**src/rtl/uart_tx_arbiter.sv**
```systemverilog
// Round-robin arbiter sharing one UART transmitter between N_REQ edge-triggered requesters.
// Each rising request edge queues one byte; queued bytes launch one at a time via start/busy.
module uart_tx_arbiter #(
  parameter int unsigned N_REQ       = 4,
  parameter int unsigned DATA_W      = 8,
  parameter int unsigned ACK_TIMEOUT = 15
) (
  input  logic                     clk,
  input  logic                     rst,
  input  logic [N_REQ-1:0]         req_lvl,
  input  logic [N_REQ*DATA_W-1:0]  req_data,
  input  logic                     tx_busy,
  output logic                     tx_start,
  output logic [DATA_W-1:0]        tx_data,
  output logic [$clog2(N_REQ)-1:0] grant_id,
  output logic [N_REQ-1:0]         pending,
  output logic [N_REQ-1:0]         overrun,
  output logic                     ack_err
);

  localparam int unsigned    IdW      = $clog2(N_REQ);
  localparam logic [IdW-1:0] LastId   = IdW'(N_REQ - 1);
  localparam logic [7:0]     AckLimit = 8'(ACK_TIMEOUT);

  typedef enum logic [1:0] {StIdle, StWaitAck, StWaitDone} state_e;

  state_e              state_q;
  logic [N_REQ-1:0]    dly_q;
  logic [N_REQ-1:0]    req_edge;
  logic [N_REQ-1:0]    grant_clr;
  logic [DATA_W-1:0]   hold_q [N_REQ];
  logic [IdW-1:0]      rr_ptr_q;
  logic [IdW-1:0]      rr_next;
  logic [IdW-1:0]      win_id;
  logic                win_valid;
  logic                launch;
  logic [7:0]          timer_q;
  logic [31:0]         idx;

  assign req_edge = req_lvl & ~dly_q;

  // Scan from the farthest offset down so the index closest to rr_ptr wins last.
  always_comb begin
    win_valid = 1'b0;
    win_id    = '0;
    idx       = '0;
    for (int k = int'(N_REQ) - 1; k >= 0; k--) begin
      idx = (32'(rr_ptr_q) + unsigned'(k)) % N_REQ;
      if (pending[IdW'(idx)]) begin
        win_valid = 1'b1;
        win_id    = IdW'(idx);
      end
    end
  end

  always_comb begin
    launch  = (state_q == StIdle) && win_valid && !tx_busy;
    rr_next = (win_id == LastId) ? '0 : win_id + 1'b1;
    for (int i = 0; i < int'(N_REQ); i++) begin
      grant_clr[i] = launch && (win_id == IdW'(i));
    end
  end

  always_ff @(posedge clk) begin
    if (rst) begin
      state_q  <= StIdle;
      rr_ptr_q <= '0;
      timer_q  <= '0;
      tx_start <= 1'b0;
      tx_data  <= '0;
      grant_id <= '0;
      pending  <= '0;
      overrun  <= '0;
      ack_err  <= 1'b0;
      // A line already high at reset release must not look like a fresh edge.
      dly_q    <= req_lvl;
      for (int i = 0; i < int'(N_REQ); i++) begin
        hold_q[i] <= '0;
      end
    end else begin
      dly_q    <= req_lvl;
      tx_start <= 1'b0;
      ack_err  <= 1'b0;

      // An edge landing on the grant cycle re-queues with fresh data instead of overrunning.
      for (int i = 0; i < int'(N_REQ); i++) begin
        overrun[i] <= req_edge[i] & pending[i] & ~grant_clr[i];
        if (req_edge[i] && (!pending[i] || grant_clr[i])) begin
          pending[i] <= 1'b1;
          hold_q[i]  <= req_data[i*DATA_W +: DATA_W];
        end else if (grant_clr[i]) begin
          pending[i] <= 1'b0;
        end
      end

      case (state_q)
        StIdle: begin
          if (launch) begin
            tx_start <= 1'b1;
            tx_data  <= hold_q[win_id];
            grant_id <= win_id;
            rr_ptr_q <= rr_next;
            timer_q  <= '0;
            state_q  <= StWaitAck;
          end
        end
        StWaitAck: begin
          if (tx_busy) begin
            state_q <= StWaitDone;
          end else if (timer_q == AckLimit) begin
            // The byte is dropped; the requester must raise a new edge to retry.
            ack_err <= 1'b1;
            state_q <= StIdle;
          end else begin
            timer_q <= timer_q + 8'd1;
          end
        end
        StWaitDone: begin
          if (!tx_busy) begin
            state_q <= StIdle;
          end
        end
        default: state_q <= StIdle;
      endcase
    end
  end

endmodule

```
**config.mk**
```make
export PLATFORM = sky130hd
export DESIGN_NAME = uart_tx_arbiter
export DESIGN_NICKNAME = d
export VERILOG_FILES = /design/src/rtl/uart_tx_arbiter.sv
export SDC_FILE = /design/constraint.sdc
export NUM_CORES = 1
export LEC_CHECK = 0
export ABC_AREA = 1
export CAP_MARGIN = 10
export CORE_UTILIZATION = 56
export CTS_CLUSTER_SIZE = 30
export DETAILED_ROUTE_END_ITERATION = 7
export GPL_ROUTABILITY_DRIVEN = 0
export PLACE_DENSITY = 0.82
export SLEW_MARGIN = 10
export SYNTH_ARGS = -nofsm -noshare
export SYNTH_HDL_FRONTEND = slang
export SYNTH_SLANG_ARGS = --single-unit
export TNS_END_PERCENT = 5
```
**constraint.sdc**
```tcl
create_clock -name clk -period 4.8 [get_ports clk]
set_clock_uncertainty 0.15 [all_clocks]
set_input_delay 0.96 -clock clk [delete_from_list [all_inputs] [get_ports clk]]
set_output_delay 0.96 -clock clk [all_outputs]
set_load 0.02 [all_outputs]
```
# Yosys cells after proc, flatten, opt, wreduce, memory -nomap -nowiden
# Memories as Yosys holds them, arrays and structs flattened. A register that Yosys moved wholly into a read port is not among the register bits.
# Index checks and enable logic that the tools add are counted.
[word_totals] ff_bits=28 ramBits=32 inputBits=39 output_inout_bits=20 wordCells=138 mem_count=1
[classes] n_addsub=5 order_cmp=4 eq_ne=11 muxes=54 bitwise_logic=20 n_reduce_logical=31
[mem_list] memory="hold_q" words=4 width=8 read_ports=1 rd_ports_with_merged_regs=1 write_ports=4 line="31" source="logic [DATA_W-1:0] hold_q [N_REQ];"
[ops] op="2-to-1 mux 8 bit" count=7
[ops] op="2-to-1 mux 1 bit" count=32
[ops] op="2-to-1 mux 2 bit" count=9
[ops] op="case mux 8 bit (2 select lines)" count=1
[ops] op="less-than comparator 2 x 3 -> 1 bit (second input constant)" count=4
[ops] op="logical AND 1 bit" count=10
[ops] op="nonzero test 2 bit" count=5
[ops] op="adder 8 x 1 -> 8 bit (second input constant)" count=1
[ops] op="AND 1 bit" count=8
[ops] op="binary-select mux 1 bit (select 2 bit)" count=4
[ops] op="== test 8 x 4 -> 1 bit (second input constant)" count=1
[ops] op="!= test 2 bit (second input constant)" count=4
[ops] op="== test 2 bit (second input constant)" count=3
[ops] op="inverter 1 bit" count=6
[ops] op="case mux 2 bit (3 select lines)" count=1
[ops] op="zero test 1 bit" count=5
[ops] op="adder 2 x 1 -> 2 bit (second input constant)" count=2
[ops] op="adder 2 bit (second input constant)" count=2
[ops] op="AND 4 bit" count=1
[ops] op="== test 2 x 1 -> 1 bit (second input constant)" count=2
[ops] op="zero test 2 bit" count=2
[ops] op="logical OR 1 bit" count=4
[ops] op="inverter 4 bit" count=1
[ops] op="OR 1 bit" count=4
[ops] op="other kinds (6)" count=6

# Depth between registers and ports, before layout
[logic_depth] ltp_word=16 mapped_depth=16 depth_no_buf=15

# Worst setup path after synthesis
# Ideal clock, no wire load.
[synth_path] path_type="input to register" from="input tx_busy" to="memory hold_q[2][0], enable pin" setup_ns=0.329 arrival_time_ns=1.820 setup_slack_ns=2.501 stages=7 cell_sequence="inv_1 -> nand3_4 -> inv_1 -> nand3_1 -> nand2_2 -> nand2_1 -> nand2_1"
[synth_lines] element="from (decl)" line="12" source="input logic tx_busy,"
[synth_lines] element="to (decl)" line="31"

==> reports/qor.yml <==
areaGrowthSynthToFinish_pct: 25.7
worstMarginPinSlew_ns: 0.587
grt_pass1_vias: 2533
reg2reg_from: "rr_ptr_q[0]$_SDFFE_PP0P_"
synth-xor-area-share: 0
design_area_sq_um: 4070
sw_frac_of_total: 0.437
power_mw: 2.41
die_w_um: 78.0
status: "finished clean"
ir_worst_vdd_mv: 0.355
intPower_mw: 1.36
cts_setup_buffers: 0
synth_area_leader_cell: "edfxtp_1"
clockPowerShare: 0.209
drt-initial-drc-count: 136
synth_seq_cells: 68
grt-ovfl-total: 0
combPwrFrac: 0.475
synth-compound-area-share: 0.0410
hp-class: "reg -> reg"
min_period_ns: 2.96
required_ns: 4.65
finalMaxSlewViolations: 0
whs_endpoint: "tx_data[1]$_SDFFE_PP0P_"
root_buffer: "clkbuf_8"
numCtsBuffers: 9
synthCells: 407
power.leakage_nw: 1.88
ant_nets: 0
port_buffers: 58
placed_area_sq_um: 3850
post-route-period-util: 0.617
core_area_sq_um: 5540
p_sw_mw: 1.06
yosysWarnings: 0
start_util: 0.584
antenna_found_initial: 0
ctsHoldBuffers: 0
synth.area.top_cells: "edfxtp_1, dfxtp_1, nand2_1"
cts_buffer_depth: 2
postLayoutCoreUtil: 0.734
reg2reg_depth: 13
num_vias: 2647
worstSetupEndpointType: "register"
crit_type: "reg -> reg"
hp-start: "tx_data[1]$_SDFFE_PP0P_"
synth_commonest_cells: "nand2_1, inv_1, nor2_1"
cts.sink_count: 68
drc: 0
h-tree-depth: 3
cts-resized-gates: 0
drive_gt1_frac: 0.110
holdPathStages: 2
grt_usage: 0.246
cp_max_fo: 21
path_clk_slew_ns: 0.07
synthMuxAreaShare: 0
powerDensity_nw_per_um2: 593
routed_wl_um: 6640
grt_pass1_wl_um: 11400
setup_ws_ns: 1.84
r2r-end: "hold_q[0][4]$_SDFFCE_PN0P_"
place_ws_ns: 1.81
synth_edf_count: 32
max_freq_mhz: 338
synth_top_family_by_area: "simple AND/OR/NAND/NOR gates"
ff2ff_setup_slack_ns: 1.84
dp.final_hpwl_um: 4940
die_h_um: 78.0
ys_seq_area_frac: 0.520
nFillCells: 458
synthAdderAreaFrac: 0.00387
fin_nets: 507
synth-simple-area-share: 0.333
cts_tree: "done"
clk_latency_ns: 0.34
rows: 27
grt_max_degree: 22
routed_via_density: 4.87
die_area_sq_um: 6090
finalSetupViolCount: 0
startpoint: "rr_ptr_q[0]$_SDFFE_PP0P_"
synthDistinctLibCells: 32
sequentialPowerShare: 0.315
drv_cap: 0
antenna_cells: 0
final.setup.tns_ns: 0
yosys.cell_count.top_type: "nand2_1"
relSlewSlack: 0.607
startpoint_type: "register"
synth_async_sr_flop_share: 0
synthFlopType: "dfxtp_1"
synth_top_area_share: 0.297
ios: 59
synth_fp_nets: 447
syn_avg_cell_area_sq_um: 7.95
synth_area_sq_um: 3240
dr.pass1.iters: 4
final_hold_viol_count: 0
wl_per_cell_um: 12.2
rsz0062_at_grt: "no"
worst_ep_arrival_time_ns: 2.81
-- metrics by stage --
stage	cells	hold WS (ns)
2_1_floorplan	407	0.293
3_3_place_gp	528	0.292
3_5_place_dp	528	0.302
4_1_cts	544	0.314
5_1_grt	544	0.330
6_report	544	0.312
-- placed cells by master (no fill, tap or decap), types with 2 or more instances in the layout --
master,count
nor3_1,3
o21ai_0,10
inv_1,72
nand2_4,3
nor2_1,44
and2_1,2
nor2_2,18
nand2_2,11
nand3_1,34
clkdlybuf4s50_1,58
dfxtp_1,36
edfxtp_1,32
clkbuf_8,10
nand3b_1,6
a211oi_1,2
a21oi_1,7
nand2_1,105
-- power by group through the flow --
stage	clock [mW]	combinational [mW]	sequential (mW)
floorplan	0	0.837	0.819
global placement	0	1.12	0.771
detailed placement	0	1.13	0.773
CTS	0.506	1.14	0.761
global route	0.536	1.30	0.770
finish	0.505	1.15	0.761
-- flip-flops by register name, indices dropped and copies added (netlist names) --
register and flops:
tx_data 8, pending 4, overrun 4, rr_ptr_q 2, dly_q 4, timer_q 8, tx_start 1, grant_id 2
hold_q 32, state_q 2, ack_err 1
-- per-layer routing --
| metal | track usage | share of wire |
|---|---|---|
| met1 | 0.309 | 0.45 |
| met2 | 0.377 | 0.47 |
| met3 | 0.0570 | 0.045 |
| met4 | 0.167 | 0.039 |
| met5 | 0 | 0 |
-- cell type report --
cell class              instances  area, sq um  area share
flip-flops and latches         68         1680       0.413
multi-input cells             257         1220       0.301
repair buffers                 58          581       0.143
inverters                      73          274      0.0673
clock buffers                  11          163      0.0400
well taps                      72         90.1      0.0221
clock inverters                 5         56.3      0.0138
-- worst max-delay path: stages, from the launching register on --
cell,delay [ns]
dfxtp_1,0.45
inv_2,0.14
nand2_1,0.10
and2_1,0.16
nand2_1,0.07
nand2_1,0.09
inv_1,0.04
nand2_1,0.07
nand2_2,0.19
nand2_2,0.39
nand2_1,0.16
o21ai_2,0.23
nand2_1,0.08
nand2_1,0.29
-- logic make-up after synthesis --
family | count (synthesis)
simple gates | 233
buf+inv | 82
flops | 68
compound gates | 23
fa+ha+maj | 1
-- how the worst max path moves through the flow --
stage                            endpoint  slack, ns
6_report       hold_q[0][4]$_SDFFCE_PN0P_       1.84
3_3_place_gp     grant_id[1]$_SDFFE_PP0P_       1.90
5_1_grt        hold_q[0][5]$_SDFFCE_PN0P_       1.56
2_1_floorplan  hold_q[2][0]$_SDFFCE_PN0P_       2.50
3_5_place_dp   hold_q[0][5]$_SDFFCE_PN0P_       1.81
4_1_cts        hold_q[0][7]$_SDFFCE_PN0P_       1.86
No activity file was read; power rests on OpenSTA's default activity.
